[src/rtl/lru_pkg.sv]
// Shared types and constants for the 4-way LRU age controller.
package lru_pkg;
  localparam int AGE_W    = 2;
  localparam int NUM_WAYS = 4;

  localparam logic [AGE_W-1:0] AGE_MRU = 2'b11;
  localparam logic [AGE_W-1:0] AGE_LRU = 2'b00;

  localparam logic [NUM_WAYS*AGE_W-1:0] INIT_AGES =
    {2'd3, 2'd2, 2'd1, 2'd0};

  typedef enum logic [1:0] {
    IDLE,
    DRAIN,
    FLUSH,
    DONE
  } state_e;
endpackage

[src/rtl/lru_age_update.sv]
// Combinational age update for one set: picks the target way
// and promotes it to MRU, aging the ways that were above it.
import lru_pkg::*;

module lru_age_update (
  input  logic [7:0] ages,
  input  logic       hit,
  input  logic [1:0] way,
  output logic [7:0] new_ages,
  output logic [1:0] tgt_way
);

  logic [1:0]       w_tgt;
  logic [AGE_W-1:0] w_r;
  logic [AGE_W-1:0] w_age;

  always_comb begin
    w_tgt = way;
    if (!hit) begin
      w_tgt = '0;
      for (int w = 0; w < NUM_WAYS; w++) begin
        if (ages[2*w +: AGE_W] == AGE_LRU)
          w_tgt = 2'(w);
      end
    end
  end

  assign w_r     = ages[{w_tgt, 1'b0} +: AGE_W];
  assign tgt_way = w_tgt;

  always_comb begin
    new_ages = ages;
    w_age    = '0;
    for (int w = 0; w < NUM_WAYS; w++) begin
      w_age = ages[2*w +: AGE_W];
      if (2'(w) == w_tgt)
        new_ages[2*w +: AGE_W] = AGE_MRU;
      else if (w_age > w_r)
        new_ages[2*w +: AGE_W] = w_age - 2'd1;
    end
  end

endmodule

[src/rtl/lru_set_controller.sv]
// Per-set LRU age store with a two-stage access pipeline
// and a drain-then-sweep flush sequencer.
import lru_pkg::*;

module lru_set_controller #(
  parameter int NUM_SETS = 16,
  parameter int SET_W    = $clog2(NUM_SETS)
) (
  input  logic             clk,
  input  logic             rst_n,
  input  logic             acc_valid,
  output logic             acc_ready,
  input  logic [SET_W-1:0] acc_set,
  input  logic             acc_hit,
  input  logic [1:0]       acc_way,
  input  logic             flush_req,
  output logic             flush_done,
  output logic             rsp_valid,
  output logic [SET_W-1:0] rsp_set,
  output logic             rsp_hit,
  output logic [1:0]       rsp_way,
  output logic [7:0]       rsp_ages
);

  state_e           r_state;
  state_e           w_next;
  logic [SET_W-1:0] r_cnt;
  logic             w_accept;
  logic             w_last;

  logic             r_a_valid;
  logic [SET_W-1:0] r_a_set;
  logic             r_a_hit;
  logic [1:0]       r_a_way;

  logic [7:0]       r_ages [NUM_SETS];
  logic [7:0]       w_cur_ages;
  logic [7:0]       w_new_ages;
  logic [1:0]       w_tgt_way;

  assign w_accept   = acc_valid && acc_ready;
  assign w_last     = (r_cnt == SET_W'(NUM_SETS - 1));
  assign w_cur_ages = r_ages[r_a_set];

  always_comb begin
    w_next     = r_state;
    acc_ready  = 1'b0;
    flush_done = 1'b0;
    unique case (r_state)
      IDLE: begin
        acc_ready = !flush_req;
        if (flush_req) w_next = DRAIN;
      end
      DRAIN: if (!r_a_valid) w_next = FLUSH;
      FLUSH: if (w_last) w_next = DONE;
      DONE: begin
        flush_done = 1'b1;
        w_next     = IDLE;
      end
      default: w_next = IDLE;
    endcase
  end

  always_ff @(posedge clk or negedge rst_n) begin
    if (!rst_n) begin
      r_state <= IDLE;
      r_cnt   <= '0;
    end else begin
      r_state <= w_next;
      if (r_state == FLUSH) r_cnt <= r_cnt + 1'b1;
      else                  r_cnt <= '0;
    end
  end

  always_ff @(posedge clk or negedge rst_n) begin
    if (!rst_n) begin
      r_a_valid <= 1'b0;
      r_a_set   <= '0;
      r_a_hit   <= 1'b0;
      r_a_way   <= '0;
    end else begin
      r_a_valid <= w_accept;
      if (w_accept) begin
        r_a_set <= acc_set;
        r_a_hit <= acc_hit;
        r_a_way <= acc_way;
      end
    end
  end

  lru_age_update u_upd (
    .ages     (w_cur_ages),
    .hit      (r_a_hit),
    .way      (r_a_way),
    .new_ages (w_new_ages),
    .tgt_way  (w_tgt_way)
  );

  // Flush and stage-B writes never overlap: FLUSH is only entered once A is empty
  always_ff @(posedge clk or negedge rst_n) begin
    if (!rst_n) begin
      for (int s = 0; s < NUM_SETS; s++)
        r_ages[s] <= INIT_AGES;
    end else if (r_state == FLUSH) begin
      r_ages[r_cnt] <= INIT_AGES;
    end else if (r_a_valid) begin
      r_ages[r_a_set] <= w_new_ages;
    end
  end

  always_ff @(posedge clk or negedge rst_n) begin
    if (!rst_n) begin
      rsp_valid <= 1'b0;
      rsp_set   <= '0;
      rsp_hit   <= 1'b0;
      rsp_way   <= '0;
      rsp_ages  <= '0;
    end else begin
      rsp_valid <= r_a_valid;
      if (r_a_valid) begin
        rsp_set  <= r_a_set;
        rsp_hit  <= r_a_hit;
        rsp_way  <= w_tgt_way;
        rsp_ages <= w_new_ages;
      end
    end
  end

endmodule
[config.mk]
export PLATFORM = sky130hd
export DESIGN_NAME = lru_set_controller
export DESIGN_NICKNAME = d
export VERILOG_FILES = /design/src/rtl/lru_pkg.sv /design/src/rtl/lru_age_update.sv /design/src/rtl/lru_set_controller.sv
export SDC_FILE = /design/constraint.sdc
export NUM_CORES = 1
export LEC_CHECK = 0
export ABC_CLOCK_PERIOD_IN_PS = 4900
export CAP_MARGIN = 5
export CELL_PAD_IN_SITES_DETAIL_PLACEMENT = 0
export CELL_PAD_IN_SITES_GLOBAL_PLACEMENT = 1
export CORE_ASPECT_RATIO = 0.6
export CORE_MARGIN = 5
export CORE_UTILIZATION = 44
export CTS_CLUSTER_SIZE = 14
export DETAILED_ROUTE_END_ITERATION = 12
export PLACE_DENSITY_LB_ADDON = 0.1
export SYNTH_ARGS = -nofsm -noshare
export SYNTH_HDL_FRONTEND = slang
export SYNTH_SLANG_ARGS = --single-unit
export TNS_END_PERCENT = 10
[constraint.sdc]
create_clock -name clk -period 4.9 [get_ports clk]
set_clock_uncertainty 0.1 [all_clocks]
set_input_delay 0.49 -clock clk [delete_from_list [all_inputs] [get_ports clk]]
set_output_delay 0.49 -clock clk [all_outputs]
set_load 0.02 [all_outputs]
==> results of run 1 <==
layout by cell type (no fill, tap or decap), drive strengths merged, types with 10 or more instances in the layout:
cell,Yosys,layout
buf,23,36
inv,13,16
mux2,14,14
ha,15,15
o21ai,194,194
nor2,38,38
dfstp,64,64
a22oi,15,15
mux4,19,19
mux2i,33,33
dfrtp,94,94
clkbuf,27,22
a21oi,10,10
nand2,42,42
nand3,80,80
clkdlybuf4s50,0,27
registers in the layout (all words and copies together) (netlist names):
signal,cells
r_ages,128
rsp_ages,8
r_a_set,4
r_cnt,4
rsp_set,4
r_a_way,2
r_state,2
rsp_way,2
r_a_hit,1
r_a_valid,1
rsp_hit,1
rsp_valid,1
cell type report:
type | count | area (sq um) | share of cell area (%)
Clock buffer | 22 | 474.2 | 5.125
Clock inverter | 10 | 105.1 | 1.136
Inverter | 13 | 48.80 | 0.5274
Multi-Input combinational cell | 539 | 3682 | 39.80
Sequential cell | 158 | 4035 | 43.61
Tap cell | 240 | 300.3 | 3.245
Timing Repair Buffer | 63 | 606.8 | 6.558
repair_timing:
item                                    in CTS  in global routing
buffers inserted                             0                  2
gates resized for setup                      0                 10
hold buffers                                 0                  0
endpoints found under the setup margin       0                110
layer usage:
layer	vias up	part of all wire [%]	GRT usage, %	routed length [um]
li1	2870	-	-	-
met1	3246	49	36.18	11680
met2	227	43	33.55	10080
met3	29	6.2	5.048	1475
met4	0	1.7	6.253	395
met5	-	0	0	0
metrics by stage:
step,util (%),setup slack [ns],hold slack (ns),TNS (ns)
floorplan,-,0.2029,0.09441,0
global placement,47.91,0.2667,0.3635,0
detailed placement,47.91,0.02708,0.3803,0
CTS,51.14,0.01428,0.05648,0
global route,51.62,-0.02077,0.09487,-0.04140
finish,51.62,0.3123,0.01632,0
how the worst max path moves through the flow:
| stage | startpoint | end | cells past startpoint |
|---|---|---|---|
| finish | r_a_set[0] | r_ages[49] | 17 |
| global route | r_a_set[3] | r_ages[48] | 16 |
| CTS | r_a_set[3] | r_ages[4] | 16 |
| detailed placement | r_a_set[3] | r_ages[4] | 16 |
| global placement | r_a_set[3] | r_ages[44] | 16 |
| floorplan | r_a_set[0] | r_ages[89] | 17 |
cell families after synthesis:
kind of cell | count (synthesis) | share of synthesized area, %
AO/OA/AOI/OAI | 244 | 17.94
XOR/XNOR | 2 | 0.2198
adder cells (fa/ha/maj) | 15 | 2.354
buffers and inverters | 63 | 3.924
flip-flops | 158 | 50.60
multiplexers | 66 | 11.49
AND/OR/NAND/NOR | 212 | 13.47
==> run metrics, run 1 <==
status finished, final reports clean; Clk pin slew, worst setup/hold paths 0.07 ns; Worst Max-Slew Pin Slew 0.8931 ns; Crit path buffers/inverters 3; # rows 38; Tmin final 4.588 ns; layout overhead on the synthesized area 16.07%; Final HPWL DP 16.65 mm; antenna violations before repair 0; CORE AREA 17,920 sq um; Mapped Nets 786; Final setup violation count 0; max incr delay on CP 0.55 ns; Mapped Area 7971 sq um; Total Routed Length 23.64 mm; Setup CP Type flop to flop; Synth area leaders dfrtp_1 (30%), dfstp_2 (21%), o21ai_0 (9.2%); Yosys Warn Count 0; register area share after synthesis 50.60%; ANT nets after route 0; final worst path period share 93.63%; reg2reg start r_a_set[0]; first-pass GRT wire length 37.38 mm; clock sinks 158; cell total after placement 1,011; Antenna diodes 0; Die Y 114.3 um; post-synth cell types 58; top cell type's share of synthesized area 29.51%; port bufs 28; drt drc 0; share of cells above drive strength 1 24.35%; routed via count 6,372; vias in the first global route 6,307; Via density 6.098; Final Hold Fails 0; die area 21,000 sq um; worst endpoint required time 5.08 ns; CP Max Fanout 21; asr flop ratio synth 100.0%; Synth Register Bits 158; Avg WL per Cell 22.62 um; Finished Layout Cells 1,045; crit-path cells buf_12 > mux4_2 > mux4_2 > inv_1 > ha_1 > nor2_1 > o21a_2 > nor2_1 > a211oi_1 > a31oi_2 > ha_1 > or2_2 > o21ai_1 > nand2_1 > a221oi_2 > buf_4 > o21ai_0; CTS tree yes; post-layout instance area 9253 sq um; Die X 183.8 um; routability cong. 0.8442; Tot GR Track Use 23.48%; largest net degree at the start of global routing 88; Yosys top cell by area dfrtp_1; count leader, synth o21ai_0; max_cap viols 0; Reg-to-Reg End r_ages[49]; Worst path slowest cell mux4_2; max frequency 218.0 MHz; final slew viol count 0; dpl cell area 8588 sq um; total CTS buffers 17; crit path capture type flop; number of fill cells 1,563; R2R depth 17; Starting Density 44.47%; # IOs 29; Synth Instances 760; Hold Crit Class input pin to async pin; DRT iter0 DRCs 623; top_reg_cell synth dfrtp_1; GRT overflow 0; nature of the critical path startpoint flop; Syn Area/Cell 10.49 sq um; slew margin rel. 39.83%; clock root cell clkbuf_16; H-tree depth 4; Worst-Skew Late Latency 0.44 ns; CP arrival 4.77 ns; drt pass-1 iters 5; Final #Nets 818; R2R Setup Slk 0.31 ns; Synth top cells by count o21ai_0 (146), dfrtp_1 (94), nand3_1 (79); clk buf depth 2; CP delay by family, top compound AO/OA/AOI/OAI gates; Post-synth EDFFs 0
Power of run 1 is left out: the tool's default activity adds up to more than one toggle a clock period on the data nets, which glitch-free logic cannot reach.
==> run 2, diff against run 1 <==
--- a/config.mk
+++ b/config.mk
@@ -5,13 +5,14 @@
 export SDC_FILE = /design/constraint.sdc
 export NUM_CORES = 1
 export LEC_CHECK = 0
+export ABC_AREA = 1
 export ABC_CLOCK_PERIOD_IN_PS = 4900
 export CAP_MARGIN = 5
 export CELL_PAD_IN_SITES_DETAIL_PLACEMENT = 0
 export CELL_PAD_IN_SITES_GLOBAL_PLACEMENT = 1
 export CORE_ASPECT_RATIO = 0.6
-export CORE_MARGIN = 5
-export CORE_UTILIZATION = 44
+export CORE_MARGIN = 10
+export CORE_UTILIZATION = 42
 export CTS_CLUSTER_SIZE = 14
 export DETAILED_ROUTE_END_ITERATION = 12
 export PLACE_DENSITY_LB_ADDON = 0.1
==> run 2 against run 1 <==
Via count increased by 33%. Sequential share of layout area decreased by 4.8 points. Flip-flop and latch count unchanged. Design area increased by 12%. Register-to-register slack improved by 0.14 ns. Critical path depth increased by 6. Hold slack improved by 0.063 ns. Synthesized cell count increased by 62%. Critical path type unchanged. Global-route usage decreased by 0.95 points. Die area increased by 35%. Count of clock-buffer cells in the layout increased by 6.
==> run metrics, run 2 <==
DP Worst Slack 0.2924 ns (+0.2654 ns); CTS tree yes; Synth Area in Compound Gates 17.89% (-0.053 points); Clk pin slew, worst setup/hold paths 0.07 ns (about the same); Avg WL per Cell 20.35 um (-10%); Post-synth EDFFs 0 (unchanged); routability cong. 0.8846 (+4.8%); Worst path slowest cell or2_2; biggest regs r_ages x128, rsp_ages x8; status finished, final reports clean; port bufs 28 (unchanged); Synth top cells by count nand2_1 (431), nor2_1 (122), inv_1 (100); first-pass GRT wire length 48.81 mm (+31%); final slew viol count 0 (unchanged); drt drc 0 (unchanged); Simple-Gate Fraction of Synth Area 28.59% (+15 points); die area 28,430 sq um (+35%); CP Max Fanout 16 (-24%); clock root cell clkbuf_16; routed via count 8,470 (+33%); drt pass-1 iters 6 (+1); Top cell by count, worst path nand2_1; Final WS setup 0.4512 ns (+0.1389 ns); reg2reg start r_a_set[1]; clock sinks 158 (unchanged); leading cell type in the layout, fill and taps excluded nand2_1; antenna violations before repair 0 (unchanged); Hold Crit Class input pin to async pin; Final HPWL DP 22.68 mm (+36%); Total Routed Length 31.55 mm (+33%); top_reg_cell synth dfrtp_1; Syn Area/Cell 7.472 sq um (-29%); CORE AREA 21,290 sq um (+19%); register area share after synthesis 43.82% (-6.8 points); cts hold-fix bufs 0 (unchanged); Worst-Skew Late Latency 0.44 ns (about the same); Tmin final 4.449 ns (-0.1389 ns); H-tree depth 4 (unchanged); max frequency 224.8 MHz (+3.1%); max reg flops 128 (unchanged); CP arrival 4.66 ns (-0.11 ns); Die X 211.1 um (+15%); GRT overflow 0 (unchanged); count leader, synth nand2_1; post-synth cell types 41 (-29%); DRT iter0 DRCs 908 (+46%); final worst path period share 90.79% (-2.8 points); crit path capture type flop; cell total after placement 1,515 (+50%); Biggest register r_ages; Via density 5.465 (-10%); setup TNS 0 ns (unchanged); Finished Layout Cells 1,550 (+48%); slew margin rel. 18.90% (-21 points); main combinational cell family by area after synthesis simple AND/OR/NAND/NOR gates; Antenna diodes 0 (unchanged); Mapped Nets 1,258 (+60%); top cell type's share of synthesized area 25.55% (-4.0 points); CP delay by family, top simple AND/OR/NAND/NOR gates; Crit path buffers/inverters 4 (+1); Synth area leaders dfrtp_1 (26%), dfstp_2 (18%), nand2_1 (18%); max incr delay on CP 0.45 ns (-0.10 ns); Final Hold Fails 0 (unchanged); vias in the first global route 7,815 (+24%); post-synthesis mux area share 0% (-11 points); number of fill cells 2,091 (+34%); # rows 41 (+7.9%); clk buf depth 2 (unchanged); Starting Density 43.24% (-1.2 points); total CTS buffers 17 (unchanged); ANT nets after route 0 (unchanged); Synth Area in Adders 2.039% (-0.32 points); Die Y 134.7 um (+18%); worst endpoint required time 5.11 ns (+0.03 ns); asr flop ratio synth 100.0% (unchanged); most frequent cells in the layout nand2_1 (430), nor2_1 (121), inv_1 (98), dfrtp_1 (93), o21ai_0 (90); largest net degree at the start of global routing 101 (+15%); nature of the critical path startpoint flop; layout overhead on the synthesized area 12.94%; Synth Register Bits 158 (unchanged); Tot GR Track Use 22.53% (-0.95 points); # IOs 29 (unchanged); crit-path cells buf_4 > nor2_1 > buf_4 > a22oi_1 > nand2_1 > nand2_1 > nand4_1 > inv_1 > ha_1 > nand2_1 > nand2_1 > o21ai_0 > or2_2 > o22ai_1 > nor2_2 > ha_1 > inv_1 > nand2_1 > nand2_1 > nand3b_4 > nand3_4 > nand2_1 > o21ai_0; Yosys Warn Count 0 (unchanged); Yosys top cell by area dfrtp_1; Synth Instances 1,232 (+62%); Final setup violation count 0 (unchanged); Mapped Area 9205 sq um (+15%); Final #Nets 1,284 (+57%); max_cap viols 0 (unchanged); Setup CP Type flop to flop; share of cells above drive strength 1 15.11% (-9.2 points); post-synthesis xor/xnor area fraction 0.09515% (-0.12 points); Worst Max-Slew Pin Slew 1.207 ns (+0.3141 ns); Critical Path Start r_a_set[1]
-- run 2: cell types whose count changed after synthesis, sizes merged, moves of 9 or more --
cell	change
mux4	-19
o21ai	-90
o22ai	+11
nor2b	-9
nor2	+94
mux2i	-33
a31oi	+60
nand2	+404
mux2	-14
inv	+91
nor3	+9
nand3	-54
a21oi	+69
-- run 2: timing repair --
action,CTS,global route
setup endpoints to repair,0,94
gates resized for setup,0,10
setup buffers,0,3
-- run 2: logic make-up after synthesis --
group	after synthesis
xor+xnor	1
flops	158
buf+inv	152
simple gates	627
compound gates	279
fa+ha+maj	15
-- run 2: stage by stage --
step           area [sq um]  hold WS, ns  utilization (%)
2_1_floorplan          9205      0.09441                -
3_3_place_gp           9729       0.3639            45.70
3_5_place_dp           9729       0.3652            45.70
6_report              10400      0.07942            48.83
5_1_grt               10400       0.1477            48.83
4_1_cts               10320       0.1199            48.47
-- run 2: layer usage --
layer	global-route usage [%]	routed length [um]	vias to the layer above
met5	0	0	-
met4	4.485	232	0
met3	5.823	2990	17
met2	27.74	11400	367
met1	36.72	16930	3998
li1	-	-	4088
-- run 2: final cells by class --
type | instances | area [sq um] | share of cell area, %
well taps | 279 | 349.1 | 3.358
clock buffers | 28 | 539.3 | 5.187
inverters | 104 | 395.4 | 3.803
flip-flops and latches | 158 | 4035 | 38.81
multi-input cells | 922 | 4506 | 43.34
repair buffers | 55 | 521.8 | 5.019
clock inverters | 4 | 50.05 | 0.4814
-- run 2: path summary, 6_finish.rpt --
kind / end / cells after the start / slack (ns)
setup / recovery: r_ages[3] / 23 / 0.45
hold / removal: r_ages[96] / 1 / 0.08
setup reg to reg: r_ages[3] / 23 / 0.45
hold reg to reg: rsp_ages[2] / 2 / 0.37
max in group asynchronous: r_ages[26] / 2 / 3.74
min in group clk: rsp_ages[2] / 2 / 0.37
-- run 2: worst reg2reg max path: stages (launching register included) --
cell and delay (ns):
dfrtp_1 0.42, buf_4 0.20, nor2_1 0.07, buf_4 0.16, a22oi_1 0.21, nand2_1 0.08
nand2_1 0.06, nand4_1 0.24, inv_1 0.19, ha_1 0.17, nand2_1 0.05, nand2_1 0.04
o21ai_0 0.20, or2_2 0.45, o22ai_1 0.19, nor2_2 0.11, ha_1 0.28, inv_1 0.05
nand2_1 0.10, nand2_1 0.13, nand3b_4 0.13, nand3_4 0.34, nand2_1 0.23, o21ai_0 0.10
Power of run 2 is left out for the same reason.
